--- src/rtl/xload_bus_master.sv ---
// Host byte-stream loader: parses W/R/H/G frames and issues single-word
// transactions on the native CPU memory bus while the CPU is held in reset.
module xload_bus_master #(
  parameter int unsigned TIMEOUT_CYCLES = 255,
  parameter bit          HOLD_AT_RESET  = 1'b1
) (
  input  logic        clk,
  input  logic        resetn,
  input  logic        in_valid,
  input  logic [7:0]  in_data,
  output logic        in_ready,
  output logic        out_valid,
  output logic [7:0]  out_data,
  input  logic        out_ready,
  output logic        mem_valid,
  output logic        mem_instr,
  output logic [31:0] mem_addr,
  output logic [31:0] mem_wdata,
  output logic [3:0]  mem_wstrb,
  input  logic        mem_ready,
  input  logic [31:0] mem_rdata,
  output logic        cpu_hold,
  output logic        busy
);

  localparam logic [7:0]  OP_W     = 8'h57;
  localparam logic [7:0]  OP_R     = 8'h52;
  localparam logic [7:0]  OP_H     = 8'h48;
  localparam logic [7:0]  OP_G     = 8'h47;
  localparam logic [7:0]  ACK      = 8'h06;
  localparam logic [7:0]  NAK      = 8'h15;
  localparam logic [15:0] TMO_LAST = 16'(TIMEOUT_CYCLES - 1);

  typedef enum logic [1:0] {IDLE, ARGS, BUS, RESP} state_t;

  state_t      state, state_next;
  logic        armed;
  logic [7:0]  opcode;
  logic [2:0]  arg_cnt;
  logic [31:0] addr_sr, data_sr;
  logic [31:0] addr_shift, data_shift;
  logic [15:0] tmo_cnt;
  logic [39:0] resp_buf;
  logic [2:0]  resp_left;
  logic        accept, last_arg, out_fire;
  logic        start_bus, load_resp;
  logic [39:0] load_buf;
  logic [2:0]  load_len;

  // armed keeps in_ready low on the reset cycle itself
  assign in_ready   = armed & ((state == IDLE) | (state == ARGS));
  assign accept     = in_valid & in_ready;
  assign out_fire   = out_valid & out_ready;
  assign busy       = (state != IDLE);
  assign mem_instr  = 1'b0;
  assign addr_shift = {in_data, addr_sr[31:8]};
  assign data_shift = {in_data, data_sr[31:8]};
  assign last_arg   = (opcode == OP_W) ? (arg_cnt == 3'd7) : (arg_cnt == 3'd3);

  always_ff @(posedge clk or negedge resetn) begin
    if (!resetn) state <= IDLE;
    else         state <= state_next;
  end

  always_comb begin
    state_next = state;
    start_bus  = 1'b0;
    load_resp  = 1'b0;
    load_buf   = {32'h0, NAK};
    load_len   = 3'd1;
    unique case (state)
      IDLE: begin
        if (accept) begin
          if (in_data == OP_W || in_data == OP_R) begin
            state_next = ARGS;
          end else begin
            state_next = RESP;
            load_resp  = 1'b1;
            if (in_data == OP_H || in_data == OP_G) load_buf = {32'h0, ACK};
          end
        end
      end
      ARGS: begin
        if (accept && last_arg) begin
          if (cpu_hold) begin
            state_next = BUS;
            start_bus  = 1'b1;
          end else begin
            state_next = RESP;
            load_resp  = 1'b1;
          end
        end
      end
      BUS: begin
        // completion takes priority over a timeout on the same edge
        if (mem_ready) begin
          state_next = RESP;
          load_resp  = 1'b1;
          if (opcode == OP_R) begin
            load_buf = {mem_rdata, ACK};
            load_len = 3'd5;
          end else begin
            load_buf = {32'h0, ACK};
          end
        end else if (tmo_cnt == TMO_LAST) begin
          state_next = RESP;
          load_resp  = 1'b1;
        end
      end
      RESP: begin
        if (out_fire && resp_left == 3'd1) state_next = IDLE;
      end
      default: state_next = IDLE;
    endcase
  end

  always_ff @(posedge clk or negedge resetn) begin
    if (!resetn) begin
      armed     <= 1'b0;
      opcode    <= 8'h00;
      arg_cnt   <= 3'd0;
      addr_sr   <= 32'h0;
      data_sr   <= 32'h0;
      tmo_cnt   <= 16'h0;
      mem_valid <= 1'b0;
      mem_addr  <= 32'h0;
      mem_wdata <= 32'h0;
      mem_wstrb <= 4'h0;
      out_valid <= 1'b0;
      out_data  <= 8'h00;
      resp_buf  <= 40'h0;
      resp_left <= 3'd0;
      cpu_hold  <= HOLD_AT_RESET;
    end else begin
      armed <= 1'b1;
      if (state == IDLE && accept) begin
        opcode  <= in_data;
        arg_cnt <= 3'd0;
        if (in_data == OP_H)      cpu_hold <= 1'b1;
        else if (in_data == OP_G) cpu_hold <= 1'b0;
      end
      if (state == ARGS && accept) begin
        arg_cnt <= arg_cnt + 3'd1;
        if (arg_cnt < 3'd4) addr_sr <= addr_shift;
        else                data_sr <= data_shift;
      end
      // the final argument byte is still on in_data, so take it from the shift path
      if (start_bus) begin
        mem_valid <= 1'b1;
        tmo_cnt   <= 16'h0;
        if (opcode == OP_W) begin
          mem_addr  <= {addr_sr[31:2], 2'b00};
          mem_wdata <= data_shift;
          mem_wstrb <= 4'hF;
        end else begin
          mem_addr  <= {addr_shift[31:2], 2'b00};
          mem_wstrb <= 4'h0;
        end
      end
      if (state == BUS) begin
        tmo_cnt <= tmo_cnt + 16'd1;
        if (state_next != BUS) mem_valid <= 1'b0;
      end
      if (load_resp) begin
        out_valid <= 1'b1;
        out_data  <= load_buf[7:0];
        resp_buf  <= load_buf;
        resp_left <= load_len;
      end else if (out_fire) begin
        if (resp_left == 3'd1) begin
          out_valid <= 1'b0;
        end else begin
          resp_buf  <= {8'h00, resp_buf[39:8]};
          out_data  <= resp_buf[15:8];
          resp_left <= resp_left - 3'd1;
        end
      end
    end
  end

endmodule

--- config.mk ---
export PLATFORM = sky130hd
export DESIGN_NAME = xload_bus_master
export DESIGN_NICKNAME = d
export VERILOG_FILES = /design/src/rtl/xload_bus_master.sv
export SDC_FILE = /design/constraint.sdc
export NUM_CORES = 1
export LEC_CHECK = 0
export BUFFER_PORTS_ARGS = -buffer_cell sky130_fd_sc_hd__buf_2
export CORE_MARGIN = 5
export CORE_UTILIZATION = 51
export DETAILED_ROUTE_END_ITERATION = 6
export PLACE_DENSITY = 0.85
export SLEW_MARGIN = 20
export SYNTH_ARGS = -nofsm -noshare
export SYNTH_HDL_FRONTEND = slang
export SYNTH_SLANG_ARGS = --single-unit
--- constraint.sdc ---
create_clock -name clk -period 1.9 [get_ports clk]
set_input_delay 0.19 -clock clk [delete_from_list [all_inputs] [get_ports clk]]
set_output_delay 0.19 -clock clk [all_outputs]
set_load 0.02 [all_outputs]
==> out/results.txt, run 1 <==
status: complete, but fails checks
failing checks: negative setup slack
asr flop ratio synth: 1.00
num rows: 48
Pwr per Cell Area: 1280 nW/µm²
#FFs+latches synth: 193
Die Ht: 141 µm
Post-Route WL: 22600 µm
syn avg cell area: 12.3 µm²
crit path max fanout: 7
input/output buffers: 123
final std cells w/o fill: 1141
Detail Route Antenna Nets: 0
register area share after synthesis: 0.552
core area: 17100 µm²
max-slew violation total from the final report: 0
Unique masters post-synth: 61
initial antenna violation count: 1
Fin. Hold Viols: 0
Tcrit/Tclk final: 1.08
Fillers: 1117
first-pass GRT wire length: 33300 µm
maximum VDD drop: 814 µV
GR Util All Layers: 0.210
kind of critical path: flop to flop
Worst EP arrival: 2.41 ns
hold endpoint: resp_buf[11]
YS warnings: 0
LEAKAGE: 5.44 nW
reg2reg start: opcode[2]
vias: 6377
setup tns final: -8.44 ns
ANT cells: 0
share of cells above drive strength 1: 0.468
R2R depth: 7
post-detail-place hpwl: 12800 µm
fmax: 0.487 GHz
initial core utilization: 0.513
Final nets: 953
CTS Buffer Depth: 2
Clk Latency, worst-skew pair: 0.44 ns
hold_sp: mem_rdata[3]
gr ovfl total: 0
DRT iter0 DRCs: 344
Worst Clk Skew: 0.0139 ns
top post-synthesis cells by count: dfrtp_1 (192), nand2_1 (102), mux2_2 (65)
Synth area leader: dfrtp_1
r2r endpoint: resp_buf[24]
most numerous cell in the Yosys netlist: dfrtp_1
area share of the largest cell type after synthesis: 0.549
Worst Setup Slack, final: -0.153 ns
fin crit period: 2.05 ns
clock slew seen by the registers of the worst setup and hold paths: 0.07 ns
wire per inst: 19.8 µm
CP required: 2.26 ns
Initial DRT Pass Iterations: 4
CTS tree: built
cells after synthesis: 712
CP Launch Type: flop
Synth area leaders: dfrtp_1 (55%), mux2_2 (8.4%), mux2_4 (5.0%), nand2_1 (4.4%), mux2i_1 (3.9%)
Max-Cap Viols: 0
Die X: 141 µm
routability cong.: 0.827
area of the mapped netlist: 8750 µm²
CTS Root Cell: clkbuf_16
predominant post-synthesis flop cell: dfrtp_1
die area: 19900 µm²
clk sinks: 193
vias in the first global route: 6290
Setup-failing EPs final: 99
area delta synth->final: 31.2%
largest net degree at the start of global routing: 53
htree depth: 4
Post-synth EDFFs: 0
Hold Path Cell Cnt: 3
detail-routed via count per cell: 5.59
flop2flop setup slack: -0.15 ns
crit end category: flop
Ports: 127
hold crit path type: input port to flop
WHS: 0.0167 ns
total CTS buffers: 17
RSZ-0062 raised after global routing: true
dpl cells: 1063
DRC: 0
## worst max-delay path, cell delays in order (launching register included)
cell       delay (ns)
dfrtp_1          0.38
and4b_2          0.27
and3_4           0.21
o41a_4           0.50
nand3_4          0.21
buf_6            0.14
clkbuf_16        0.13
a2bb2oi_2        0.14
## placed cells by master, fill, tap and decap left out, drive strengths merged, types with 2 or more instances in the layout
cell	n
o211ai	24
a31oi	10
o21ai	49
dlygate4sd3	22
o31ai	2
xnor2	2
nor2b	3
or3b	2
xor2	5
nand3	15
ha	5
nor3	2
nand4	6
clkinvlp	3
and3	3
or2	3
mux2i	34
nand2	104
buf	196
conb	4
dfrtp	192
mux2	94
clkinv	3
inv	22
a2bb2oi	24
nand3b	3
nor2	19
a21oi	10
nor4	5
clkbuf	28
## worst max-delay path by stage
stage | start | end | slack [ns]
floorplan | opcode[2] | mem_wdata[0] | -0.06
global placement | opcode[6] | tmo_cnt[3] | -0.16
detailed placement | opcode[6] | mem_addr[8] | -0.21
CTS | opcode[7] | mem_wdata[26] | -0.10
global route | opcode[7] | resp_buf[24] | -0.20
finish | opcode[2] | resp_buf[24] | -0.15
## final cells by class
class	instances	area (µm²)	share of cell area
Clock buffer	19	443	0.0386
Clock inverter	13	143	0.0124
Inverter	16	60.1	0.00523
Multi-Input combinational cell	448	3850	0.336
Sequential cell	193	4830	0.421
Tap cell	225	282	0.0245
Timing Repair Buffer	227	1870	0.163
## power by group
group | internal (mW) | leakage [nW] | switching, mW
logic | 2.32 | 2.70 | 2.13
clock network | 1.89 | 0.279 | 1.67
registers | 5.47 | 2.45 | 1.20
total | 9.69 | 5.44 | 4.99
## logic make-up (layout without fill, tap and decap cells)
kind of cell	count (synthesis)	after routing	synth area share
mux	128	128	0.172
other cells	2	4	0.000858
fa+ha+maj	5	5	0.00715
xor+xnor	7	7	0.00701
buf+inv	73	275	0.0489
flops	193	193	0.552
simple gates	175	175	0.0988
compound gates	129	129	0.113
## metrics by stage
stage	instance area (µm²)	utilization	worst slack (ns)	total power [mW]
5_1_grt	11500	0.673	-0.201	15.4
4_1_cts	10800	0.633	-0.104	14.0
3_5_place_dp	9880	0.579	-0.211	10.4
6_report	11500	0.673	-0.153	14.7
2_1_floorplan	8770	-	-0.0572	8.99
3_3_place_gp	9880	0.579	-0.157	10.1
## routing by layer
layer / share of wire / global-route usage / wire length [µm]
met5: 0.00062 / 0 / 14
met4: 0.017 / 0.0541 / 379
met3: 0.060 / 0.0539 / 1340
met2: 0.52 / 0.359 / 11700
met1: 0.40 / 0.269 / 9130
## what timing repair did
action | CTS | global route
cloned | 3 | 10
pin swaps | 4 | 21
hold buffers | 22 | 0
buffers inserted | 1 | 10
setup endpoints to repair | 108 | 119
endpoints found under the hold margin | 67 | 0
resized for setup | 18 | 105
## sequential cells by signal, summed over array words and instances, names as in the netlist
name and cells:
mem_wstrb 1, arg_cnt 3, addr_sr 30, data_sr 24, armed 1, resp_left 3
tmo_cnt 16, opcode 8, state 2, cpu_hold 1, mem_wdata 32, resp_buf 33
out_valid 1, mem_valid 1, out_data 7, mem_addr 30
Note: power is estimated with default switching activity, not from simulation.
==> run 2: changes to the inputs <==
==> constraint.sdc (replaced) <==
create_clock -name clk -period 1.85 [get_ports clk]
set_input_delay 0.185 -clock clk [delete_from_list [all_inputs] [get_ports clk]]
set_output_delay 0.185 -clock clk [all_outputs]
set_load 0.02 [all_outputs]
==> out/results.txt, run 2 (synthesis results as in run 1) <==
status: complete, but fails checks
failing checks: negative setup slack
largest net degree at the start of global routing: 50 (-5.7%)
CTS Root Cell: clkbuf_16
setup tns final: -15.87 ns (-7.43 ns)
die area: 19900 µm² (unchanged)
vias: 6522 (+2.3%)
core area: 17100 µm² (unchanged)
fmax: 0.484 GHz (-0.63%)
post-detail-place hpwl: 12800 µm (-0.28%)
first-pass GRT wire length: 33600 µm (+0.99%)
Fin. Hold Viols: 0 (unchanged)
clock slew seen by the registers of the worst setup and hold paths: 0.08 ns (about the same)
CP required: 2.17 ns (-0.09 ns)
Worst Clk Skew: 0.0179 ns (+0.00397 ns)
Sw Pwr: 5.28 mW (+5.7%)
Post-Route WL: 23500 µm (+4.1%)
initial antenna violation count: 1 (unchanged)
Detail Route Antenna Nets: 0 (unchanged)
DRT iter0 DRCs: 389 (+13%)
RSZ-0062 raised after global routing: true
wire per inst: 20.4 µm (+3.1%)
sequential share of power: 0.448 (-0.006)
vias in the first global route: 6465 (+2.8%)
Fillers: 1102 (-1.3%)
most frequent cells in the layout: dfrtp_1 (192), buf_2 (122), nand2_1 (79)
Pwr per Cell Area: 1320 nW/µm² (+3.0%)
Max-Cap Viols: 0 (unchanged)
Tcrit/Tclk final: 1.12 (+0.0362)
LEAKAGE: 5.47 nW (+0.67%)
gr ovfl total: 0 (unchanged)
Clk Latency, worst-skew pair: 0.44 ns (about the same)
Final nets: 966 (+1.4%)
area of the multi-input gates: 3830 µm² (-0.68%)
Storage cell area: 4830 µm² (about the same)
area delta synth->final: 32.1%
routability cong.: 0.832 (+0.54%)
CTS tree: built
CP Launch Type: flop
logic gate share of total power: 0.324 (+0.021)
initial core utilization: 0.513 (unchanged)
Setup-failing EPs final: 115 (+16%)
Die X: 141 µm (unchanged)
Worst Setup Slack, final: -0.216 ns (-0.0629 ns)
share of cells above drive strength 1: 0.467 (-0.00124)
crit path max fanout: 5 (-2)
Top reg by flops: resp_buf
maximum VDD drop: 867 µV (+6.5%)
Int Pwr: 9.95 mW (+2.7%)
Ports: 127 (unchanged)
total CTS buffers: 17 (unchanged)
Clock power frac: 0.227 (-0.016)
Sw Share: 0.346 (+0.00636)
Initial DRT Pass Iterations: 4 (unchanged)
kind of critical path: flop to flop
DRC: 0 (unchanged)
max reg flops: 33 (unchanged)
clk sinks: 193 (unchanged)
Worst EP arrival: 2.38 ns (-0.03 ns)
num rows: 48 (unchanged)
ANT cells: 0 (unchanged)
max-slew violation total from the final report: 0 (unchanged)
dpl ws: -0.262 ns (-0.0514 ns)
CTS Buffer Depth: 2 (unchanged)
crit end category: flop
input/output buffers: 123 (unchanged)
detail-routed via count per cell: 5.66 (+1.3%)
hold crit path type: input port to flop
top flop regs: resp_buf x33, mem_wdata x32
most common cell after layout, fill and taps aside: dfrtp_1
htree depth: 4 (unchanged)
Die Ht: 141 µm (unchanged)
GR Util All Layers: 0.213 (+0.00214)
fin crit period: 2.07 ns (+0.0129 ns)
[run 2: changes by cell type in the layout (fill, tap and decap cells not counted), sizes merged]
cell         before  now
inv              22   25
clkinvlp          3    0
buf             196  204
dlygate4sd3      22   24
clkbuf           28   30
bufinv            1    0
[run 2: cell type report]
| cell class | instances | share of cell area |
|---|---|---|
| Clock buffer | 18 | 0.0371 |
| Clock inverter | 12 | 0.00833 |
| Inverter | 16 | 0.00519 |
| Multi-Input combinational cell | 448 | 0.331 |
| Sequential cell | 193 | 0.418 |
| Tap cell | 225 | 0.0243 |
| Timing Repair Buffer | 240 | 0.176 |
[run 2: critical path, stage by stage, from the launching register on]
cell and delay [ns]:
dfrtp_1 0.37, and4bb_2 0.26, and3_4 0.19, or4b_4 0.62, buf_12 0.20, buf_16 0.14, nand2_1 0.08, o21ai_1 0.09
[run 2: final timing paths]
kind	cells past startpoint	slack, ns	start	end
worst max-delay path	7	-0.22	opcode[1]	mem_addr[19]
worst min-delay path	3	0.02	mem_rdata[11]	resp_buf[19]
worst max register to register	7	-0.22	opcode[1]	mem_addr[19]
worst min register to register	2	0.49	mem_addr[14]	mem_addr[14]
max in group asynchronous	3	0.93	resetn	data_sr[24]
min in group asynchronous	2	0.27	resetn	mem_wdata[5]
[run 2: power groups by stage]
stage / combinational (mW) / clock, mW / sequential, mW
finish: 4.94 / 3.46 / 6.83
global route: 5.32 / 3.68 / 6.98
CTS: 4.35 / 3.45 / 6.65
detailed placement: 4.17 / 0 / 6.70
global placement: 3.97 / 0 / 6.61
floorplan: 2.46 / 0 / 6.78
[run 2: metrics by stage]
| step | utilization | hold slack [ns] | instance area (µm²) | total power, mW | instances |
|---|---|---|---|---|---|
| floorplan | - | -0.111 | 8790 | 9.25 | 714 |
| global route | 0.678 | 0.00829 | 11600 | 16.0 | 1152 |
| global placement | 0.586 | 0.157 | 9990 | 10.6 | 1069 |
| detailed placement | 0.586 | 0.158 | 9990 | 10.9 | 1069 |
| finish | 0.678 | 0.0153 | 11600 | 15.2 | 1152 |
| CTS | 0.639 | 0.00147 | 10900 | 14.5 | 1128 |
[run 2: repair_timing]
action | 4_1_cts | 5_1_grt
cloned | 3 | 14
gates resized for setup | 25 | 80
pin swaps | 9 | 30
endpoints found under the setup margin | 120 | 147
endpoints found under the hold margin | 65 | 0
setup buffers | 2 | 11
hold buffers | 24 | 0
[run 2: routing by layer]
metal | global-route usage | share of wire | routed length [µm] | vias to the layer above
met2 | 0.362 | 0.53 | 12400 | 246
met4 | 0.0581 | 0.019 | 454 | 2
met5 | 0 | 0.00055 | 13 | -
met1 | 0.270 | 0.39 | 9190 | 3302
li1 | - | - | - | 2925
met3 | 0.0566 | 0.064 | 1500 | 47
